<file path="config.mk">
export PLATFORM = sky130hd
export DESIGN_NAME = counter_sched_flat
export DESIGN_NICKNAME = d
export VERILOG_FILES = /design/src/rtl/counter_sched_if.sv /design/src/rtl/counter_sched.sv /design/src/flat_wrapper.sv
export SDC_FILE = /design/constraint.sdc
export NUM_CORES = 1
export LEC_CHECK = 0
export ABC_AREA = 1
export BUFFER_PORTS_ARGS = -buffer_cell sky130_fd_sc_hd__buf_2
export CAP_MARGIN = 20
export CORE_UTILIZATION = 52
export DETAILED_ROUTE_END_ITERATION = 6
export GPL_TIMING_DRIVEN = 0
export MAX_ROUTING_LAYER = met4
export PLACE_DENSITY = 0.86
export SLEW_MARGIN = 20
export SYNTH_ARGS = -nofsm -noshare
export SYNTH_HDL_FRONTEND = slang
export SYNTH_SLANG_ARGS = --single-unit
export TNS_END_PERCENT = 1
</file>
<file path="constraint.sdc">
create_clock -name i_clk -period 2.1 [get_ports i_clk]
set_input_delay 0.21 -clock i_clk [delete_from_list [all_inputs] [get_ports i_clk]]
set_output_delay 0.21 -clock i_clk [all_outputs]
set_load 0.02 [all_outputs]
</file>
<file path="src/rtl/counter_sched_if.sv">
// Request/grant bundle between requester logic and the shared-counter scheduler.
// The scheduler binds to the slave modport and the requester side to the master modport.
interface counter_sched_if #(
  parameter int NREQ = 4,
  parameter int W    = 3
);
  logic [NREQ-1:0]   req;
  logic [NREQ*W-1:0] len;
  logic [NREQ-1:0]   grant;
  logic [W-1:0]      count;
  logic              busy;
  logic [NREQ-1:0]   done;

  modport master (
    output req, len,
    input  grant, count, busy, done
  );

  modport slave (
    input  req, len,
    output grant, count, busy, done
  );
endinterface

</file>
<file path="src/rtl/counter_sched.sv">
// Round-robin scheduler that lends a shared W-bit up-counter to one requester at a time.
// Each run clears the counter, counts it up to the latched target, and then pulses done.
module counter_sched #(
  parameter int NREQ = 4,
  parameter int W    = 3
) (
  input  logic            i_clk,
  input  logic            i_rst,
  counter_sched_if.slave  io_bus
);
  localparam int IW = (NREQ > 1) ? $clog2(NREQ) : 1;

  typedef enum logic [1:0] {
    ST_IDLE = 2'd0,
    ST_RUN  = 2'd1,
    ST_FIN  = 2'd2
  } state_t;

  state_t          r_state, w_state_nxt;
  logic [NREQ-1:0] r_grant, r_done, w_grant_nxt, w_done_nxt;
  logic [W-1:0]    r_count, r_target, w_count_nxt, w_target_nxt;
  logic [IW-1:0]   r_last, r_winner, w_last_nxt, w_winner_nxt, w_pick;
  logic            r_busy;
  logic            w_any_req, w_terminal, w_win_req;

  function automatic logic [IW-1:0] rr_pick(input logic [NREQ-1:0] req,
                                            input logic [IW-1:0]   last);
    logic [IW-1:0] pick;
    logic          found;
    int            idx;
    pick  = {IW{1'b0}};
    found = 1'b0;
    for (int k = 1; k <= NREQ; k++) begin
      idx   = (int'(last) + k) % NREQ;
      pick  = (!found && req[idx]) ? IW'(idx) : pick;
      found = found | req[idx];
    end
    return pick;
  endfunction

  function automatic logic [NREQ-1:0] onehot(input logic [IW-1:0] idx);
    logic [NREQ-1:0] v;
    v      = {NREQ{1'b0}};
    v[idx] = 1'b1;
    return v;
  endfunction

  assign w_any_req  = |io_bus.req;
  assign w_pick     = rr_pick(io_bus.req, r_last);
  assign w_win_req  = io_bus.req[r_winner];
  assign w_terminal = (r_count == r_target);

  // State register
  always_ff @(posedge i_clk) begin
    if (i_rst) begin
      r_state <= ST_IDLE;
    end else begin
      r_state <= w_state_nxt;
    end
  end

  // Next-state decode; terminal count outranks a same-cycle request drop
  always_comb begin
    w_state_nxt = r_state;
    case (r_state)
      ST_IDLE: begin
        if (w_any_req) w_state_nxt = ST_RUN;
        else           w_state_nxt = ST_IDLE;
      end
      ST_RUN: begin
        if (w_terminal)      w_state_nxt = ST_FIN;
        else if (!w_win_req) w_state_nxt = ST_IDLE;
        else                 w_state_nxt = ST_RUN;
      end
      ST_FIN:  w_state_nxt = ST_IDLE;
      default: w_state_nxt = ST_IDLE;
    endcase
  end

  // Next values of the registered outputs and run bookkeeping
  always_comb begin
    w_grant_nxt  = r_grant;
    w_done_nxt   = r_done;
    w_count_nxt  = r_count;
    w_target_nxt = r_target;
    w_last_nxt   = r_last;
    w_winner_nxt = r_winner;
    case (r_state)
      ST_IDLE: begin
        w_done_nxt = {NREQ{1'b0}};
        if (w_any_req) begin
          w_grant_nxt  = onehot(w_pick);
          w_count_nxt  = {W{1'b0}};
          w_target_nxt = io_bus.len[int'(w_pick)*W +: W];
          w_last_nxt   = w_pick;
          w_winner_nxt = w_pick;
        end else begin
          w_grant_nxt = {NREQ{1'b0}};
          w_count_nxt = {W{1'b0}};
        end
      end
      ST_RUN: begin
        if (w_terminal) begin
          w_grant_nxt = {NREQ{1'b0}};
          w_done_nxt  = onehot(r_winner);
        end else if (!w_win_req) begin
          w_grant_nxt = {NREQ{1'b0}};
          w_count_nxt = {W{1'b0}};
        end else begin
          w_count_nxt = r_count + {{(W-1){1'b0}}, 1'b1};
        end
      end
      ST_FIN: begin
        w_done_nxt  = {NREQ{1'b0}};
        w_grant_nxt = {NREQ{1'b0}};
        w_count_nxt = {W{1'b0}};
      end
      default: begin
        w_grant_nxt = {NREQ{1'b0}};
        w_done_nxt  = {NREQ{1'b0}};
        w_count_nxt = {W{1'b0}};
      end
    endcase
  end

  // Output and bookkeeping registers; requester 0 has first priority out of reset
  always_ff @(posedge i_clk) begin
    if (i_rst) begin
      r_grant  <= {NREQ{1'b0}};
      r_done   <= {NREQ{1'b0}};
      r_count  <= {W{1'b0}};
      r_target <= {W{1'b0}};
      r_last   <= IW'(NREQ - 1);
      r_winner <= {IW{1'b0}};
      r_busy   <= 1'b0;
    end else begin
      r_grant  <= w_grant_nxt;
      r_done   <= w_done_nxt;
      r_count  <= w_count_nxt;
      r_target <= w_target_nxt;
      r_last   <= w_last_nxt;
      r_winner <= w_winner_nxt;
      r_busy   <= (w_state_nxt == ST_RUN);
    end
  end

  assign io_bus.grant = r_grant;
  assign io_bus.done  = r_done;
  assign io_bus.count = r_count;
  assign io_bus.busy  = r_busy;
endmodule

</file>
<file path="src/flat_wrapper.sv">
// flat-port wrapper written by rule: the top's interface ports become plain ports
module counter_sched_flat 
#(
  parameter int NREQ = 4,
  parameter int W    = 3
)
  (i_clk, i_rst, io_bus_req, io_bus_len, io_bus_grant, io_bus_count, io_bus_busy, io_bus_done);
  counter_sched_if #(.NREQ(NREQ), .W(W)) io_bus_i ();
  input  logic i_clk;
  input  logic i_rst;
  input wire logic [$bits(io_bus_i.req)-1:0] io_bus_req;
  input wire logic [$bits(io_bus_i.len)-1:0] io_bus_len;
  output wire logic [$bits(io_bus_i.grant)-1:0] io_bus_grant;
  output wire logic [$bits(io_bus_i.count)-1:0] io_bus_count;
  output wire logic [$bits(io_bus_i.busy)-1:0] io_bus_busy;
  output wire logic [$bits(io_bus_i.done)-1:0] io_bus_done;
  assign io_bus_i.req = io_bus_req;
  assign io_bus_i.len = io_bus_len;
  assign io_bus_grant = io_bus_i.grant;
  assign io_bus_count = io_bus_i.count;
  assign io_bus_busy = io_bus_i.busy;
  assign io_bus_done = io_bus_i.done;
  counter_sched #(.NREQ(NREQ), .W(W)) u_core (.i_clk(i_clk), .i_rst(i_rst), .io_bus(io_bus_i));
endmodule
</file>
-- Word level (Yosys, flattened, before mapping)
Index checks and enable logic that the tools add are counted.
- register bits: 21
- latch bits: 0
- memory bits (writable): 0
- bits in read-only memories: 0
- bits of input ports: 18
- output and inout port bits: 12
- logic and storage cells: 81
- memories kept: 0
- add/sub/neg operators: 5
- multiply operators: 1
- div/mod/pow operators: 0
- $lt $le $gt $ge: 8
- equal/unequal tests: 4
- shift operators: 1
- muxes and demuxes: 31
- bitwise gates (word level): 7
- reduce and logical (&&, ||, !) cells: 16
- operators with widths (cell ; number):
    $shiftx A12 B32 Y3 ; 1
    $lt A3 B4 Y1 const B ; 4
    $mux W1 ; 13
    $mux W4 ; 3
    $bmux W1 S2 ; 5
    $mux W2 ; 5
    $reduce_or A2 Y1 ; 5
    $pmux W4 S2 ; 1
    $lt A2 B3 Y1 const B ; 2
    $logic_and A1 B1 Y1 ; 5
    $add A2 B1 Y2 const B ; 2
    $add A2 B2 Y2 const B ; 2
    $and A1 B1 Y1 const A ; 4
    $demux W1 S2 ; 2
    $eq A2 B1 Y1 const B ; 2
    $ge A2 B1 Y1 const B ; 2
    $mul A2 B2 Y4 const B ; 1
    $pmux W2 S2 ; 1
    $reduce_or A4 Y1 ; 1
    $add A3 B1 Y3 const B ; 1
    $eq A3 B3 Y1 ; 1
    $logic_not A1 Y1 ; 3
    $mux W3 ; 1
    $ne A3 B2 Y1 const B ; 1
    4 further kinds ; 5

-- Longest topological paths before layout
- word-level depth: 17
- mapped depth: 15
- gate-level depth less buffers: 14

-- Worst setup path after synthesis
No wires, ideal clock.
- path type: register to register
- start point: register u_core.r_last[0]
- end point: register u_core.r_target[1]
- library setup time: 117 ps
- data arrival time: 1483 ps
- required time: 1983 ps
- path slack: 500 ps
- cell stages (with the launch flop): 15
- buffers on the path: 2
- period minus slack after synthesis: 1600 ps
- cell sequence: dfxtp_1 > buf_6 > nand2_1 > nand2_1 > nand2_1 > nand2_1 > nor2_4 > nand4_2 > nand2_2 > buf_6 > nor2_4 > nand2_1 > nand2_1 > nor2_1 > nor2_1
- longest elaborated chain between the ends: 11
- elaborated cells between the ends (all ways): 30
- classes of those cells: add/sub: 4; mul: 1; shift: 1; mux: 16; bitwise: 2; reduce/logical: 6
- RTL lines (element ; line ; RTL):
    start, declared ; counter_sched.sv:22 ; logic [IW-1:0] r_last, r_winner, w_last_nxt, w_winner_nxt, w_pick;
    start signal, assigned ; counter_sched.sv:133 ; r_last <= IW'(NREQ - 1);
    start signal, assigned ; counter_sched.sv:141 ; r_last <= w_last_nxt;
    $add A2 B1 Y2 or $add A2 B2 Y2 (tied branches) ; counter_sched.sv:34 ; idx = (int'(last) + k) % NREQ;
    $bmux W1 S2 ; counter_sched.sv:35, counter_sched.sv:36 ;
    $mux W1 (implied by the code) (2 in series) ; counter_sched.sv:35, counter_sched.sv:36 ;
    $logic_not A1 Y1 or $or A1 B1 Y1 (tied branches) ; counter_sched.sv:35, counter_sched.sv:36 ;
    $logic_and A1 B1 Y1, or another cell as far along ; counter_sched.sv:35 ; pick = (!found && req[idx]) ? IW'(idx) : pick;
    $mux W2, or another cell as far along ; counter_sched.sv:35 ;
    $mux W2 or $logic_and A1 B1 Y1 (tied branches) ; counter_sched.sv:35 ;
    $mux W2 * ; counter_sched.sv:35 ;
    $mul A2 B2 Y4 * ; counter_sched.sv:94 ; w_target_nxt = io_bus.len[int'(w_pick)*W +: W];
    $shiftx A12 B32 Y3 * ; counter_sched.sv:94 ;
    end signal, assigned ; counter_sched.sv:132 ; r_target <= {W{1'b0}};
    end signal, assigned ; counter_sched.sv:140 ; r_target <= w_target_nxt;
    end, declared ; counter_sched.sv:21 ; logic [W-1:0] r_count, r_target, w_count_nxt, w_target_nxt;
Every way passes the cells marked *; elsewhere a longest branch is shown, timed or not. The select of a mux whose other input is x is not followed.
A chain may end at the register's enable or synchronous reset.

-- Final worst setup path
Ends and elaborated chain as after synthesis.

==> results.sh <==
export IMPL_status="complete, no violations"
export IMPL_core_area_um2=2210
export IMPL_ios=30
export IMPL_drv_cap=0
export IMPL_num_vias=1226
export IMPL_grt_busiest_layer="met2"
export IMPL_cts_root_buf="clkbuf_4"
export IMPL_min_period_over_period_pct=86.0
export IMPL_via_per_inst=5.11
export IMPL_yosysWarningCount=0
export IMPL_crit_type="register to register"
export IMPL_n_fill_cell=211
export IMPL_synth_seq_cells=21
export IMPL_die_h_um=50.4
export IMPL_synthArstFlopShare_pct=0
export IMPL_post_route_cells_drive_above_1_share_pct=23.6
export IMPL_finalCriticalPeriod_ns=1.81
export IMPL_gr_total_overflow=0
export IMPL_placementRows=17
export IMPL_use_met2_pct=37.3
export IMPL_postRouteAntennaNets=0
export IMPL_cts_buffer_depth=2
export IMPL_worst_pin_slew_ns=0.502
export IMPL_wl_per_cell_um=9.98
export IMPL_hold_violations=0
export IMPL_cts_made_buffers=3
export IMPL_firstDrtPassIters=4
export IMPL_gp_congestion=0.825
export IMPL_cts_sinks=21
export IMPL_netlist_area_um2=1220
export IMPL_die_x_um=50.4
export IMPL_initialDrtViolationCount=26
export IMPL_power_leakage_nw=0.735
export IMPL_cts_resized=0
export IMPL_synth_distinct_cells=25
export IMPL_gr_usage_met3_pct=5.15
export IMPL_layout_setup_ws_ns=0.294
export IMPL_fin_cells=240
export IMPL_finalSetupTns_ns=0
export IMPL_fin_nets=232
export IMPL_p_total_mw=2.33
export IMPL_antenna_found_initial=0
export IMPL_clkLatencyLatePin_ns=0.30
export IMPL_hold_buffers=0
export IMPL_slew_headroom_pct=66.4
export IMPL_grt_pass1_vias=1092
export IMPL_whs_ns=0.219
export IMPL_synth_area_leaders="dfxtp_1 (34%), nand2_1 (15%), nand3_1 (7.0%)"
export IMPL_grt_pass1_wl_mm=4.35
export IMPL_yosysTopAreaCell="dfxtp_1"
export IMPL_syn_num_nets=199
export IMPL_yosysMostFrequentCell="nand2_1"
export IMPL_wl_mm=2.40
export IMPL_critPathCaptureType="register"
export IMPL_cts_tree="yes"
export IMPL_synth_ff_type="dfxtp_1"
export IMPL_synth_top_area_share_pct=34.5
export IMPL_ys_top_cells_by_count="nand2_1 (50), dfxtp_1 (21), nor2_1 (18), nand3_1 (17), inv_1 (14)"
export IMPL_drc=0
export IMPL_cp_start_kind="register"
export IMPL_dpl_hpwl_mm=1.88
export IMPL_path_clk_slew_ns=0.11
export IMPL_maxSlewViolCount=0
export IMPL_ir_drop_uv=1070
export IMPL_hp_class="input pin to register"
export IMPL_avgSynthCellArea_um2=6.77
export IMPL_post_cts_setup_buffers=0
export IMPL_syn_inst=180
export IMPL_yosysSeqAreaShare_pct=34.5
export IMPL_die_area_um2=2540
export IMPL_setup_viol=0
export IMPL_grt_max_degree=12
export IMPL_initial_core_util_pct=55.1
export IMPL_grt_usage_pct=22.6
export IMPL_crit_fanout=10
export IMPL_port_buffers=28
export IMPL_grt_util_met1_pct=27.8
export IMPL_critPathArrivalTime_ns=2.01
export IMPL_skew_ns=0.00290
export IMPL_cts_htree_levels=1
export IMPL_worstPathRequired_ns=2.31
export IMPL_area_growth_pct=16.5
export IMPL_synth_edf_count=0
export IMPL_antenna_cells=0
export IMPL_rsz0062_at_grt="no"
export IMPL_dp_cells=236
export IMPL_powerDensity_nw_per_um2=1640
export IMPL_dp_slack_ns=0.322
export IMPL_max_freq_ghz=0.554
==> cell usage in the layout, fill, tap and decap left out, drive strengths merged <==
master / synthesis / final
xor2: 2 / 2
buf: 2 / 30
o211ai: 2 / 2
nor4: 1 / 1
inv: 17 / 17
nand2: 58 / 58
dfxtp: 21 / 21
o21bai: 1 / 1
a221oi: 1 / 1
o21ai: 8 / 8
ha: 1 / 1
nand4: 7 / 7
a211oi: 2 / 2
nor2: 23 / 23
a21boi: 1 / 1
xnor2: 2 / 2
a21oi: 12 / 12
clkbuf: 2 / 6
nand3: 17 / 17
==> per-stage QoR <==
stage          area, um^2  util (%)
2_1_floorplan        1220         -
3_3_place_gp         1390      63.0
6_report             1420      64.2
4_1_cts              1420      64.2
5_1_grt              1420      64.2
3_5_place_dp         1390      63.0
==> final timing paths <==
kind | from | endpoint | slack (ns) | cells after the start
setup / recovery | u_core.r_last[0] | u_core.r_target[1] | 0.29 | 15
hold / removal | io_bus_len[1] | u_core.r_target[1] | 0.22 | 5
setup reg to reg | u_core.r_last[0] | u_core.r_target[1] | 0.29 | 15
hold reg to reg | u_core.io_bus.grant[1] | u_core.io_bus.grant[1] | 0.47 | 2
==> metal layers <==
layer	up-vias	routed length [um]	share of wire, %
met2	41	1090	45
li1	657	-	-
met1	523	1110	47
met5	-	0	0
met3	5	176	7.3
met4	0	18	0.75
==> area by class of cell <==
type / instances / area (um^2) / share of cell area (%)
Tap cell: 28 / 35.0 / 2.47
Multi-Input combinational cell: 138 / 704 / 49.6
Buffer: 4 / 30.0 / 2.11
Clock buffer: 4 / 26.3 / 1.85
Inverter: 17 / 63.8 / 4.49
Timing Repair Buffer: 28 / 140 / 9.87
Sequential cell: 21 / 420 / 29.6
==> power by group <==
part	internal (mW)	switching (mW)
registers	0.516	0.0841
clock network	0.0742	0.117
logic	0.544	1.00
==> critical path: stages, from the launching register on <==
cell     delay, ns
dfxtp_1       0.37
buf_6         0.15
nand2_1       0.07
nand2_1       0.12
nand2_1       0.08
nand2_1       0.12
nand4_1       0.09
nand2_1       0.09
nand2_2       0.07
nand2_2       0.08
buf_6         0.14
nor2_4        0.04
nand2_1       0.05
nand2_1       0.04
nor2_1        0.14
nor2_1        0.05
==> sequential cells by signal, indices dropped and copies added, names as in the netlist <==
name and cells:
u_core.io_bus.busy 1, u_core.io_bus.grant 4, u_core.r_last 2, u_core.r_winner 2, u_core.io_bus.count 3, u_core.r_target 3, u_core.r_state 2, u_core.io_bus.done 4
==> logic make-up after synthesis <==
family	after synthesis	share of synthesized area (%)
adder cells (fa/ha/maj)	1	1.03
buffers and inverters	21	7.70
XOR/XNOR	4	2.88
AND/OR/NAND/NOR	106	41.3
flip-flops	21	34.5
AO/OA/AOI/OAI	27	12.6
Note: power is estimated with default switching activity, not from simulation.
